File: src/rtl/proc_mem_port_arbiter.sv
// rtl/proc_mem_port_arbiter.sv - two-requester memory port arbiter with in-order response routing
//
// Purpose:
//   Shares one downstream memory port between the instruction-memory stream
//   (requester 0) and the data-memory stream (requester 1). Each accepted
//   request pushes its source index into an in-order tag FIFO; each response
//   is steered back to the requester named by the FIFO head. Downstream
//   memory must answer in request order.
//
// Configuration macro:
//   PROC_MEM_ARB_DMEM_PRIO_EN - when defined, requester 1 wins whenever it is
//   valid (fixed priority). When undefined, contention is resolved round-robin.
//   In both modes a request stalled by memreq_rdy = 0 holds the grant (lock).
//
// Ports:
//   clk, reset          clock, asynchronous active-low reset
//   req0_* / req1_*     val/rdy request streams from imem / dmem
//   memreq_*            val/rdy request stream to memory
//   memresp_*           val/rdy response stream from memory
//   resp0_* / resp1_*   val/rdy response streams back to imem / dmem
//   num_outstanding     tag FIFO occupancy (in-flight requests)

package proc_mem_pkg;

    typedef struct packed {
        logic [2:0]  typ;
        logic [7:0]  opaque;
        logic [31:0] addr;
        logic [1:0]  len;
        logic [31:0] data;
    } mem_req_4B_t;

    typedef struct packed {
        logic [2:0]  typ;
        logic [7:0]  opaque;
        logic [1:0]  test;
        logic [1:0]  len;
        logic [31:0] data;
    } mem_resp_4B_t;

endpackage

module proc_mem_port_arbiter
    import proc_mem_pkg::*;
#(
    parameter int unsigned p_max_outstanding = 4
) (
    input  logic                                clk,
    input  logic                                reset,

    input  mem_req_4B_t                         req0_msg,
    input  logic                                req0_val,
    output logic                                req0_rdy,

    input  mem_req_4B_t                         req1_msg,
    input  logic                                req1_val,
    output logic                                req1_rdy,

    output mem_req_4B_t                         memreq_msg,
    output logic                                memreq_val,
    input  logic                                memreq_rdy,

    input  mem_resp_4B_t                        memresp_msg,
    input  logic                                memresp_val,
    output logic                                memresp_rdy,

    output mem_resp_4B_t                        resp0_msg,
    output logic                                resp0_val,
    input  logic                                resp0_rdy,

    output mem_resp_4B_t                        resp1_msg,
    output logic                                resp1_val,
    input  logic                                resp1_rdy,

    output logic [$clog2(p_max_outstanding):0]  num_outstanding
);

    localparam int unsigned PTR_W = $clog2(p_max_outstanding);
    localparam int unsigned CNT_W = PTR_W + 1;
    localparam logic [CNT_W-1:0] FULL_CNT = CNT_W'(p_max_outstanding);

    // ------------------------------------------------------------------
    // State
    // ------------------------------------------------------------------
    logic [p_max_outstanding-1:0] tag_q,        tag_d;
    logic [PTR_W-1:0]             wr_ptr_q,     wr_ptr_d;
    logic [PTR_W-1:0]             rd_ptr_q,     rd_ptr_d;
    logic [CNT_W-1:0]             count_q,      count_d;
    logic                         last_grant_q, last_grant_d;
    logic                         lock_q,       lock_d;
    logic                         locked_idx_q, locked_idx_d;

    // ------------------------------------------------------------------
    // Request side
    // ------------------------------------------------------------------
    logic full;
    logic nonempty;
    logic any_val;
    logic policy_grant;
    logic grant;
    logic accept_ok;
    logic push;

    always_comb begin
        full     = (count_q == FULL_CNT);
        nonempty = (count_q != '0);
        any_val  = req0_val | req1_val;

`ifdef PROC_MEM_ARB_DMEM_PRIO_EN
        policy_grant = req1_val;
`else
        // Under contention alternate away from the previous winner; with a
        // single valid requester (or none) that requester is selected.
        policy_grant = (req0_val & req1_val) ? ~last_grant_q : req1_val;
`endif

        // A stalled request keeps its grant so memreq_msg cannot change
        // underneath the memory while it is applying backpressure.
        grant = lock_q ? locked_idx_q : policy_grant;

        // Every val/rdy output is qualified by reset so that nothing
        // handshakes while the block is held in reset.
        memreq_val = any_val & ~full & reset;
        memreq_msg = grant ? req1_msg : req0_msg;

        accept_ok = memreq_rdy & ~full & reset;
        req0_rdy  = accept_ok & ~grant;
        req1_rdy  = accept_ok &  grant;

        push = memreq_val & memreq_rdy;
    end

    // ------------------------------------------------------------------
    // Response side
    // ------------------------------------------------------------------
    logic head;
    logic head_rdy;
    logic pop;

    always_comb begin
        head     = tag_q[rd_ptr_q];
        head_rdy = head ? resp1_rdy : resp0_rdy;

        // With an empty FIFO the response is refused outright; this also
        // rules out accepting a response in the cycle its request is pushed.
        memresp_rdy = head_rdy & nonempty & reset;
        resp0_val   = memresp_val & nonempty & reset & ~head;
        resp1_val   = memresp_val & nonempty & reset &  head;
        resp0_msg   = memresp_msg;
        resp1_msg   = memresp_msg;

        pop = memresp_val & memresp_rdy;
    end

    assign num_outstanding = count_q;

    // ------------------------------------------------------------------
    // Next state
    // ------------------------------------------------------------------
    always_comb begin
        tag_d        = tag_q;
        wr_ptr_d     = wr_ptr_q;
        rd_ptr_d     = rd_ptr_q;
        count_d      = count_q;
        last_grant_d = last_grant_q;
        lock_d       = lock_q;
        locked_idx_d = locked_idx_q;

        if (push) begin
            tag_d[wr_ptr_q] = grant;
            wr_ptr_d        = wr_ptr_q + PTR_W'(1);
            last_grant_d    = grant;
        end

        if (pop) begin
            rd_ptr_d = rd_ptr_q + PTR_W'(1);
        end

        // Simultaneous push and pop cancel out.
        count_d = count_q + CNT_W'(push) - CNT_W'(pop);

        if (push) begin
            lock_d = 1'b0;
        end else if (memreq_val & ~memreq_rdy) begin
            lock_d       = 1'b1;
            locked_idx_d = grant;
        end
    end

    // ------------------------------------------------------------------
    // Registers
    // ------------------------------------------------------------------
    always_ff @(posedge clk or negedge reset) begin
        if (!reset) begin
            tag_q        <= '0;
            wr_ptr_q     <= '0;
            rd_ptr_q     <= '0;
            count_q      <= '0;
            // Starting at 1 lets requester 0 win the first tie.
            last_grant_q <= 1'b1;
            lock_q       <= 1'b0;
            locked_idx_q <= 1'b0;
        end else begin
            tag_q        <= tag_d;
            wr_ptr_q     <= wr_ptr_d;
            rd_ptr_q     <= rd_ptr_d;
            count_q      <= count_d;
            last_grant_q <= last_grant_d;
            lock_q       <= lock_d;
            locked_idx_q <= locked_idx_d;
        end
    end

endmodule
File: config.mk
export PLATFORM = sky130hd
export DESIGN_NAME = proc_mem_port_arbiter
export DESIGN_NICKNAME = d
export VERILOG_FILES = /design/src/rtl/proc_mem_port_arbiter.sv
export SDC_FILE = /design/constraint.sdc
export NUM_CORES = 1
export LEC_CHECK = 0
export CAP_MARGIN = 20
export CORE_AREA = 2 2 151 153
export CTS_BUF_LIST = sky130_fd_sc_hd__clkbuf_8 sky130_fd_sc_hd__clkbuf_16
export DETAILED_ROUTE_END_ITERATION = 16
export DIE_AREA = 0 0 153 155
export DONT_BUFFER_PORTS = 1
export SETUP_SLACK_MARGIN = 0.1
export SYNTH_ARGS = -nofsm -noshare
export SYNTH_HDL_FRONTEND = slang
export SYNTH_SLANG_ARGS = --single-unit
File: constraint.sdc
create_clock -name clk -period 3.81 [get_ports clk]
set_input_delay 0.381 -clock clk [delete_from_list [all_inputs] [get_ports clk]]
set_output_delay 0.381 -clock clk [all_outputs]
set_load 0.05 [all_outputs]
**Word-level counts from Yosys, hierarchy flattened**

Index checks and enable logic that the tools add are counted.

- $add $sub $neg: 4
- $lt $le $gt $ge: 3
- Equal/unequal tests: 1
- Mux-type cells: 11
- Bitwise logic cells: 23
- Reduce and logical (&&, ||, !) cells: 4

Operator list:

| cell | number |
|---|---|
| $mux W77 | 1 |
| $and A1 B1 Y1 | 16 |
| $mux W1 | 7 |
| $lt A2 B3 Y1 const B | 2 |
| $not A1 Y1 | 6 |
| $add A2 B1 Y2 const B | 2 |
| $bwmux W4 | 1 |
| $add A3 B1 Y3 | 1 |
| $eq A3 B3 Y1 const B | 1 |
| $reduce_bool A3 Y1 | 1 |
| $sub A3 B1 Y3 | 1 |
| $bmux W1 S2 | 1 |
| $demux W1 S2 | 1 |
| $ge A2 B1 Y1 const B | 1 |
| $reduce_and A2 Y1 | 1 |
| $reduce_bool A2 Y1 | 1 |
| $logic_and A1 B1 Y1 | 1 |
| $or A1 B1 Y1 | 1 |

- Flip-flop bits (word level): 14
- Input bits: 209
- Output and inout bits: 180

**Depth between registers and ports, before layout**

Gate-level depths: netlist (run 1).

- Depth after elaboration: 7
- Mapped depth: 10

**Worst setup path after synthesis (run 1)**

Ideal clock, no wire load.

- Path kind: register to register
- From: register count_q[2] (netlist: num_outstanding[2])
- To: register count_q[2] (netlist: num_outstanding[2])
- Setup time: 0.124 ns
- Data arrival time: 2.438 ns
- Data required time: 3.686 ns
- Slack: 1.248 ns
- Stages on the path, launching flop included: 11
- Path buffers: 1
- Clock period less this slack: 2.562 ns
- Cell sequence: dfrtp_1 or3b_1 o2111a_2 buf_6 inv_1 ha_1 inv_1 ha_1 fa_1 xnor2_1 xnor2_1

- Word-level cells in the longest chain between the ends: 7

RTL lines:

| element | RTL line | RTL |
|---|---|---|
| start: declaration | 88 | `logic [CNT_W-1:0] count_q, count_d;` |
| start signal: assignment | 207 | `count_q <= count_d;` |
| $eq A3 B3 Y1 | 105 | `full = (count_q == FULL_CNT);` |
| $not A1 Y1 | 123 | `memreq_val = any_val & ~full & reset;` |
| $and A1 B1 Y1 (2 in a row) | 123 |  |
| $and A1 B1 Y1 | 130 | `push = memreq_val & memreq_rdy;` |
| $add A3 B1 Y3 | 180 | `count_d = count_q + CNT_W'(push) - CNT_W'(pop);` |
| $sub A3 B1 Y3 * | 180 |  |
| named net count_d[2] | 88 |  |

The timed path passes the listed nets; every way through them passes the cells marked *.
A chain may end at the register's enable or synchronous reset.

**Worst setup path in the final report (run 1)**

- From: register count_q[0] (netlist: num_outstanding[0])
- To: register count_q[2] (netlist: num_outstanding[2])

The elaborated chain is that of the path after synthesis.

==> results of run 1 <==
## routing by layer
metal  up-vias  GRT usage, %  wire length, microns
met4         2          1.68                    87
met3        10          4.79                  1450
met5         -             0                    12
li1        579             -                     -
met1       623          6.78                  2940
met2       181          9.57                  3820
## stage by stage
| stage | setup slack (ps) | cells |
|---|---|---|
| final | 1080 | 441 |
| after detailed placement | 1070 | 436 |
| after global placement | 1140 | 436 |
| after CTS | 1050 | 441 |
| after global routing | 833 | 441 |
| after floorplan | 1250 | 253 |
## power groups by stage
stage	Combinational, mW	Clock, mW	Sequential, mW
floorplan	2.07	0	0.337
global placement	1.91	0	0.355
detailed placement	1.92	0	0.357
CTS	1.93	0.225	0.355
global route	2.00	0.231	0.369
finish	1.91	0.218	0.354
## synthesized netlist by cell type (all sizes together)
| cell type | count | share of area, % |
|---|---|---|
| nor3b | 1 | 0.31 |
| nand3 | 1 | 0.21 |
| o211a | 1 | 0.41 |
| buf | 104 | 32 |
| o21ai | 2 | 0.41 |
| o2111a | 1 | 0.52 |
| nor2b | 1 | 0.26 |
| xnor2 | 3 | 1.1 |
| xor2 | 1 | 0.36 |
| or3b | 1 | 0.36 |
| ha | 6 | 3.1 |
| mux2 | 77 | 36 |
| inv | 8 | 1.2 |
| fa | 1 | 0.83 |
| nor2 | 8 | 1.2 |
| a31oi | 5 | 1.3 |
| a21oi | 6 | 1.2 |
| mux2i | 7 | 2.9 |
| o311ai | 1 | 0.36 |
| dfrtp | 13 | 13 |
| dfstp | 1 | 1.1 |
| nand2 | 1 | 0.16 |
| o31ai | 2 | 0.62 |
| a21boi | 1 | 0.31 |
## flip-flops by register name, summed over array words and instances (netlist names)
name             cells
tag_q                4
num_outstanding      3
rd_ptr_q             2
wr_ptr_q             2
last_grant_q         1
lock_q               1
locked_idx_q         1
## final timing paths
check                                        start                  to  slack [ps]
worst min-delay path                    memreq_rdy        locked_idx_q         300
worst min register to register        last_grant_q        last_grant_q         510
max in group asynchronous                    reset         rd_ptr_q[0]        2760
min in group asynchronous                    reset        locked_idx_q         620
worst max-delay path            num_outstanding[0]  num_outstanding[2]        1080
worst max register to register  num_outstanding[0]  num_outstanding[2]        1080
## final cells by class
class | count | share of cell area, %
Clock buffer | 4 | 4.19
Inverter | 8 | 1.42
Sequential cell | 14 | 16.6
Tap cell | 285 | 16.8
Multi-Input combinational cell | 127 | 59.8
Timing Repair Buffer | 3 | 1.18
## logic make-up (layout without fill, tap and decap cells)
logic type | after synthesis | after routing
buffers and inverters | 112 | 15
multiplexers | 84 | 84
AO/OA/AOI/OAI | 19 | 19
flip-flops | 14 | 14
AND/OR/NAND/NOR | 13 | 13
adder cells (fa/ha/maj) | 7 | 7
XOR/XNOR | 4 | 4
==> run metrics, run 1 <==
Die Ht 155 microns; combinational share of power between 70% and 80%; Slew Limit Fails 0; Post-Syn Area 2410 sq um; crit-path max FO 15; WL/cell between 15 and 20 microns; GRT Total Usage roughly 6.3%; H-tree Lvls 1; WL final about 8300 microns; DP Wirelength roughly 7500 microns; WP data required roughly 4000 ps; Slew @ Worst Pin roughly 950 ps; sw frac roughly two thirds; Post-CTS Setup Bufs 0; first-pass GRT wire length between 10000 and 15000 microns; #FFs+latches synth 14; clk_lat worst skew about 240 ps; die area roughly 24000 sq um; Initial Utilization between 10% and 20%; clock sink count 14; multiplexer area fraction after synthesis between 30% and 40%; crit path time final about 2700 ps; CTS Buf Count 3; share of post-route cells with drive strength above 1 48.1%; Clk Tree Root Cell clkbuf_16; largest family of logic cells by synthesized area multiplexers; initial antenna violation count 1; CP delay by family, top adder cells; # rows 55; status complete, no violations; Post-Syn Area per Cell about 9.5 sq um; Synth Area in XOR/XNOR approximately 1.5%; Register Area approximately 350 sq um; post-synthesis simple-gate area fraction between 2 and 3%; hold_ws ~300 ps; CP Depth 9; # nets final approximately 370; drt pass-1 iters 4; Slew headroom a little over a third; setup_tns 0 ps; FMAX about 370 MHz; most frequent cells in the layout mux2_2, dfrtp_1, mux2_1, inv_1, nor2_1; Max Root-Sink Buffers 2; Seq/Total Area, Yosys about 15%; Compound-Gate Fraction of Synth Area under 10%; cells after synthesis about 250; Final setup viols 0; Detailed Route Iter0 Violations 115; vias in the first global route roughly 1400; CTS resizes 0; Power, Total 2.48 mW; power per cell area between 1000 and 1500 nW/um^2; clock share of power 8.8%; Pint around 0.86 mW; Mapped Nets around 470; DR DRC count 0; Util after Layout a little under a tenth; Die Width 153 microns; hold path cells 2; DR vias 1395; Sequential Power Share around 14%; Final Hold Fails 0; CTS tree done; Synth cell types 28; multi-input logic area 1270 sq um; Final Wtd Congestion ~0.65; CP Launch Type register; Hold Path Class in2reg; Worst Setup Path Type reg2reg; crit end category register; worst path arrival time 2850 ps; static leakage between 0.7 and 0.8 nW; clock slew seen by the registers of the worst setup and hold paths about 50 ps; cells on worst reg2reg path 9; commonest non-fill, non-tap cell in the layout mux2_2; largest net degree at the start of global routing 50; Buffers & Inverters on Critical Path 2; antenna diode count 0; ordered cell list for the critical path or3b_1, o2111a_2, inv_1, ha_1, inv_1, ha_1, fa_1, xnor2_1, xnor2_1; Warnings, synthesis 0; Synth Area in Adders 3.94%; Core Area roughly 22000 sq um; Max Cap Violations 0; Setup Skew 1.41 ps; grt ovf 0; # port buffers 0; CTS Hold Bufs 1; period utilization 71.6%; fillers approximately 2600; RSZ-0062 raised after global routing false; I/O pin total 389; Crit path largest cell delay ~680 ps; Area after DPL 2020 sq um; largest vdd supply drop 0.260 mV; P_sw about 1.6 mW; fin area 2120 sq um; Area Growth Syn to Fin -12.2%; Routed Antenna Nets 0; DR vias/cell between 3 and 4; CP max stage cell dfrtp_1
Power figures use the tool's default switching activity.
==> run 2, diff against run 1 <==
--- a/config.mk
+++ b/config.mk
@@ -5,11 +5,12 @@
 export SDC_FILE = /design/constraint.sdc
 export NUM_CORES = 1
 export LEC_CHECK = 0
+export ABC_AREA = 1
 export CAP_MARGIN = 20
-export CORE_AREA = 2 2 151 153
+export CORE_AREA = 2 2 150 152
 export CTS_BUF_LIST = sky130_fd_sc_hd__clkbuf_8 sky130_fd_sc_hd__clkbuf_16
 export DETAILED_ROUTE_END_ITERATION = 16
-export DIE_AREA = 0 0 153 155
+export DIE_AREA = 0 0 152 154
 export DONT_BUFFER_PORTS = 1
 export SETUP_SLACK_MARGIN = 0.1
 export SYNTH_ARGS = -nofsm -noshare
==> constraint.sdc (replaced) <==
create_clock -name clk -period 2.75 [get_ports clk]
set_input_delay 0.275 -clock clk [delete_from_list [all_inputs] [get_ports clk]]
set_output_delay 0.275 -clock clk [all_outputs]
set_load 0.05 [all_outputs]
==> run 2 against run 1 <==
Effect of this change: clock skew up 1.3 ps; clock power up 39%; final area up 79%; cell count up 61%; critical endpoint is now memreq_msg[11]; worst hold slack worse by 37 ps; largest power group unchanged; utilization up 8.0 points; wire length up 13%; sequential power up 5.9%; area after synthesis up 4.6%.
==> run metrics, run 2 <==
Die Ht 154 microns (-0.65%); FMAX around 420 MHz; Setup Skew 2.67 ps (+1.27 ps); DR vias/cell 3.55 (+12%); Area Growth Syn to Fin 50.6%; Seq/Total Area, Yosys 13.9% (-0.64 points); CP max stage cell dfstp_2; RSZ-0062 raised after global routing false; top post-synthesis cells by area nand2_1, buf_4, dfrtp_1; crit path time final ~2400 ps; count leader, synth nand2_1; Clk Tree Root Cell clkbuf_16; CTS Buf Count 3 (unchanged); commonest non-fill, non-tap cell in the layout nand2_1; cells after synthesis 445 (+76%); largest vdd supply drop 0.556 mV (+110%); clock slew seen by the registers of the worst setup and hold paths 40 ps (about the same); # rows 54 (-1.8%); ys flop type dfrtp_1; Final setup viols 0 (unchanged); crit-path max FO 57 (+42); share of post-route cells with drive strength above 1 24.5% (-24 points); drt pass-1 iters 4 (unchanged); power per cell area 1590 nW/um^2 (+36%); crit end category output pin; Detailed Route Iter0 Violations 108 (-6.1%); Async SR Flop Fraction 100% (unchanged); number of flip-flops in the largest register 4 (unchanged); top cell types by occurrence after synthesis nand2_1, buf_4, dfrtp_1, inv_1, nand3_1; Max Cap Violations 0 (unchanged); Crit Reg-Reg Startpoint rd_ptr_q[0]; Slew Limit Fails 0 (unchanged); setup_tns 0 ps (unchanged); CP startpoint last_grant_q; Most flops, register tag_q; CTS tree done; GRT Total Usage 7.28% (+1.0 points); cell taking the most area after synthesis nand2_1; die area 23400 sq um (-1.3%); Hold Crit Start memreq_rdy; largest net degree at the start of global routing 58 (+16%); Slew @ Worst Pin 655 ps (-293 ps); #FFs+latches synth 14 (unchanged); CP dominant cell by count nand2_1; CP Launch Type register; GRT busiest layer met2; Slew headroom 56.2% (+20 points); CP delay by family, top buffers and inverters; static leakage 1.95 nW (+170%); DR DRC count 0 (unchanged); Warnings, synthesis 0 (unchanged); WL/cell 13.3 microns (-29%); I/O pin total 389 (unchanged); Routed Antenna Nets 0 (unchanged); EDFF count, synth 0 (unchanged); clk_lat worst skew 240 ps (about the same); M2 GR Usage 12.9% (+3.3 points); Final Hold Fails 0 (unchanged); Mapped Nets 661 (+41%); Power, Total 6.04 mW (+140%); Final Wtd Congestion 0.905 (+38%); status complete, no violations; # nets final 645 (+73%); period utilization a little under nine tenths; Worst Setup Path Type reg2out; Max Root-Sink Buffers 2 (unchanged); initial antenna violation count 1 (unchanged); worst path arrival time 2100 ps (-750 ps); Buffers & Inverters on Critical Path 3 (+1); grt ovf 0 (unchanged); Crit path largest cell delay 520 ps (-160 ps); Post-Syn Area per Cell 5.67 sq um (-41%); clock sink count 14 (unchanged); WP data required 2480 ps (-1450 ps); GR Layer Usage met1 7.56% (+0.78 points); DP Wirelength 8340 microns (+11%); ordered cell list for the critical path nand2_1, nand3_1, nand2_4, inv_2, buf_4, nand2_1, nand2_1, buf_12; vias in the first global route 2531 (+84%); Synth cell types 24 (-14%); Die Width 152 microns (-0.65%); first-pass GRT wire length 13400 microns (+31%); hold_ws 262 ps (-37.0 ps); Core Area 21700 sq um (-2.4%); WL final 9430 microns (+13%); most frequent cells in the layout nand2_1, buf_12, inv_1, nand3_1, dfrtp_1; Post-Syn Area 2520 sq um (+4.6%); DR vias 2515 (+80%); post-synth top area share 38.8% (+7.7 points); # port buffers 0 (unchanged); met3 global-route usage 2.11% (-2.7 points); H-tree Lvls 1 (unchanged); Hold Path Class in2reg; Initial Utilization 11.6% (+0.78 points)
run 2: cell types whose count changed in the layout (fill, tap and decap cells not counted), sizes merged, moves of 2 or more:
cell / previous run / this run
nand2: 1 / 263
buf: 2 / 89
mux2: 77 / 0
nand3: 1 / 15
inv: 8 / 17
mux2i: 7 / 0
a21oi: 6 / 1
a31oi: 5 / 0
nor2: 8 / 5
o21ai: 2 / 4
o31ai: 2 / 0
xnor2: 3 / 1
xor2: 1 / 3
run 2: routing by layer:
layer  wire [microns]  vias up  share of wire (%)
met5                0        -                  0
met4              565        0                6.0
met3             1080       53                 11
met2             4560      215                 48
met1             3220     1045                 34
li1                 -     1202                  -
run 2: cell type report:
class / instances / area [sq um]
Antenna cell: 1 / 2.50
Multi-Input combinational cell: 302 / 1300
Sequential cell: 14 / 352
Clock buffer: 4 / 88.8
Tap cell: 280 / 350
Timing Repair Buffer: 90 / 1640
Inverter: 18 / 70.1
Fill cell: 2396 / 17900
run 2: logic make-up (layout without fill, tap and decap cells):
group	count (synthesis)	after routing	share of synthesized area (%)
AND/OR/NAND/NOR	286	286	44.9
buffers and inverters	129	112	35.0
flip-flops	14	14	13.9
adder cells (fa/ha/maj)	7	7	3.77
AO/OA/AOI/OAI	5	5	0.991
XOR/XNOR	4	4	1.39
other	0	1	0
run 2: report_power, final:
group	internal (mW)	switching, mW	total, mW
Combinational	2.17	3.19	5.37
Clock	0.220	0.0816	0.302
Sequential	0.308	0.0678	0.375
Total	2.70	3.34	6.04
run 2: final timing paths:
kind,end,slack [ps],cells after the start
min reg2reg,tag_q[3],480,2
max,memreq_msg[11],380,8
max in group asynchronous,wr_ptr_q[0],1820,1
max reg2reg,num_outstanding[2],580,11
min in group asynchronous,num_outstanding[0],510,1
min,last_grant_q,260,2
run 2: timing repair:
item / CTS / global route
setup buffers: 0 / 0
hold endpoints to repair: 14 / 0
hold buffers: 1 / 0
resized for setup: 0 / 0
run 2: worst reg2reg max path, stage by stage (launching register included):
cell and delay (ps):
dfrtp_1 430, nand2_1 110, nand3_2 110, nand2_2 100, nand2_1 50, nand3_1 110
inv_1 80, ha_1 270, inv_1 40, ha_1 180, fa_1 390, xor2_1 170
run 2: per-stage QoR:
step,instance area (sq um),std cells,util (%),setup WS [ps]
CTS,3800,708,17.5,392
finish,3800,709,17.5,376
global placement,3700,703,17.1,665
detailed placement,3700,703,17.1,598
floorplan,2520,445,-,528
global route,3800,709,17.5,187
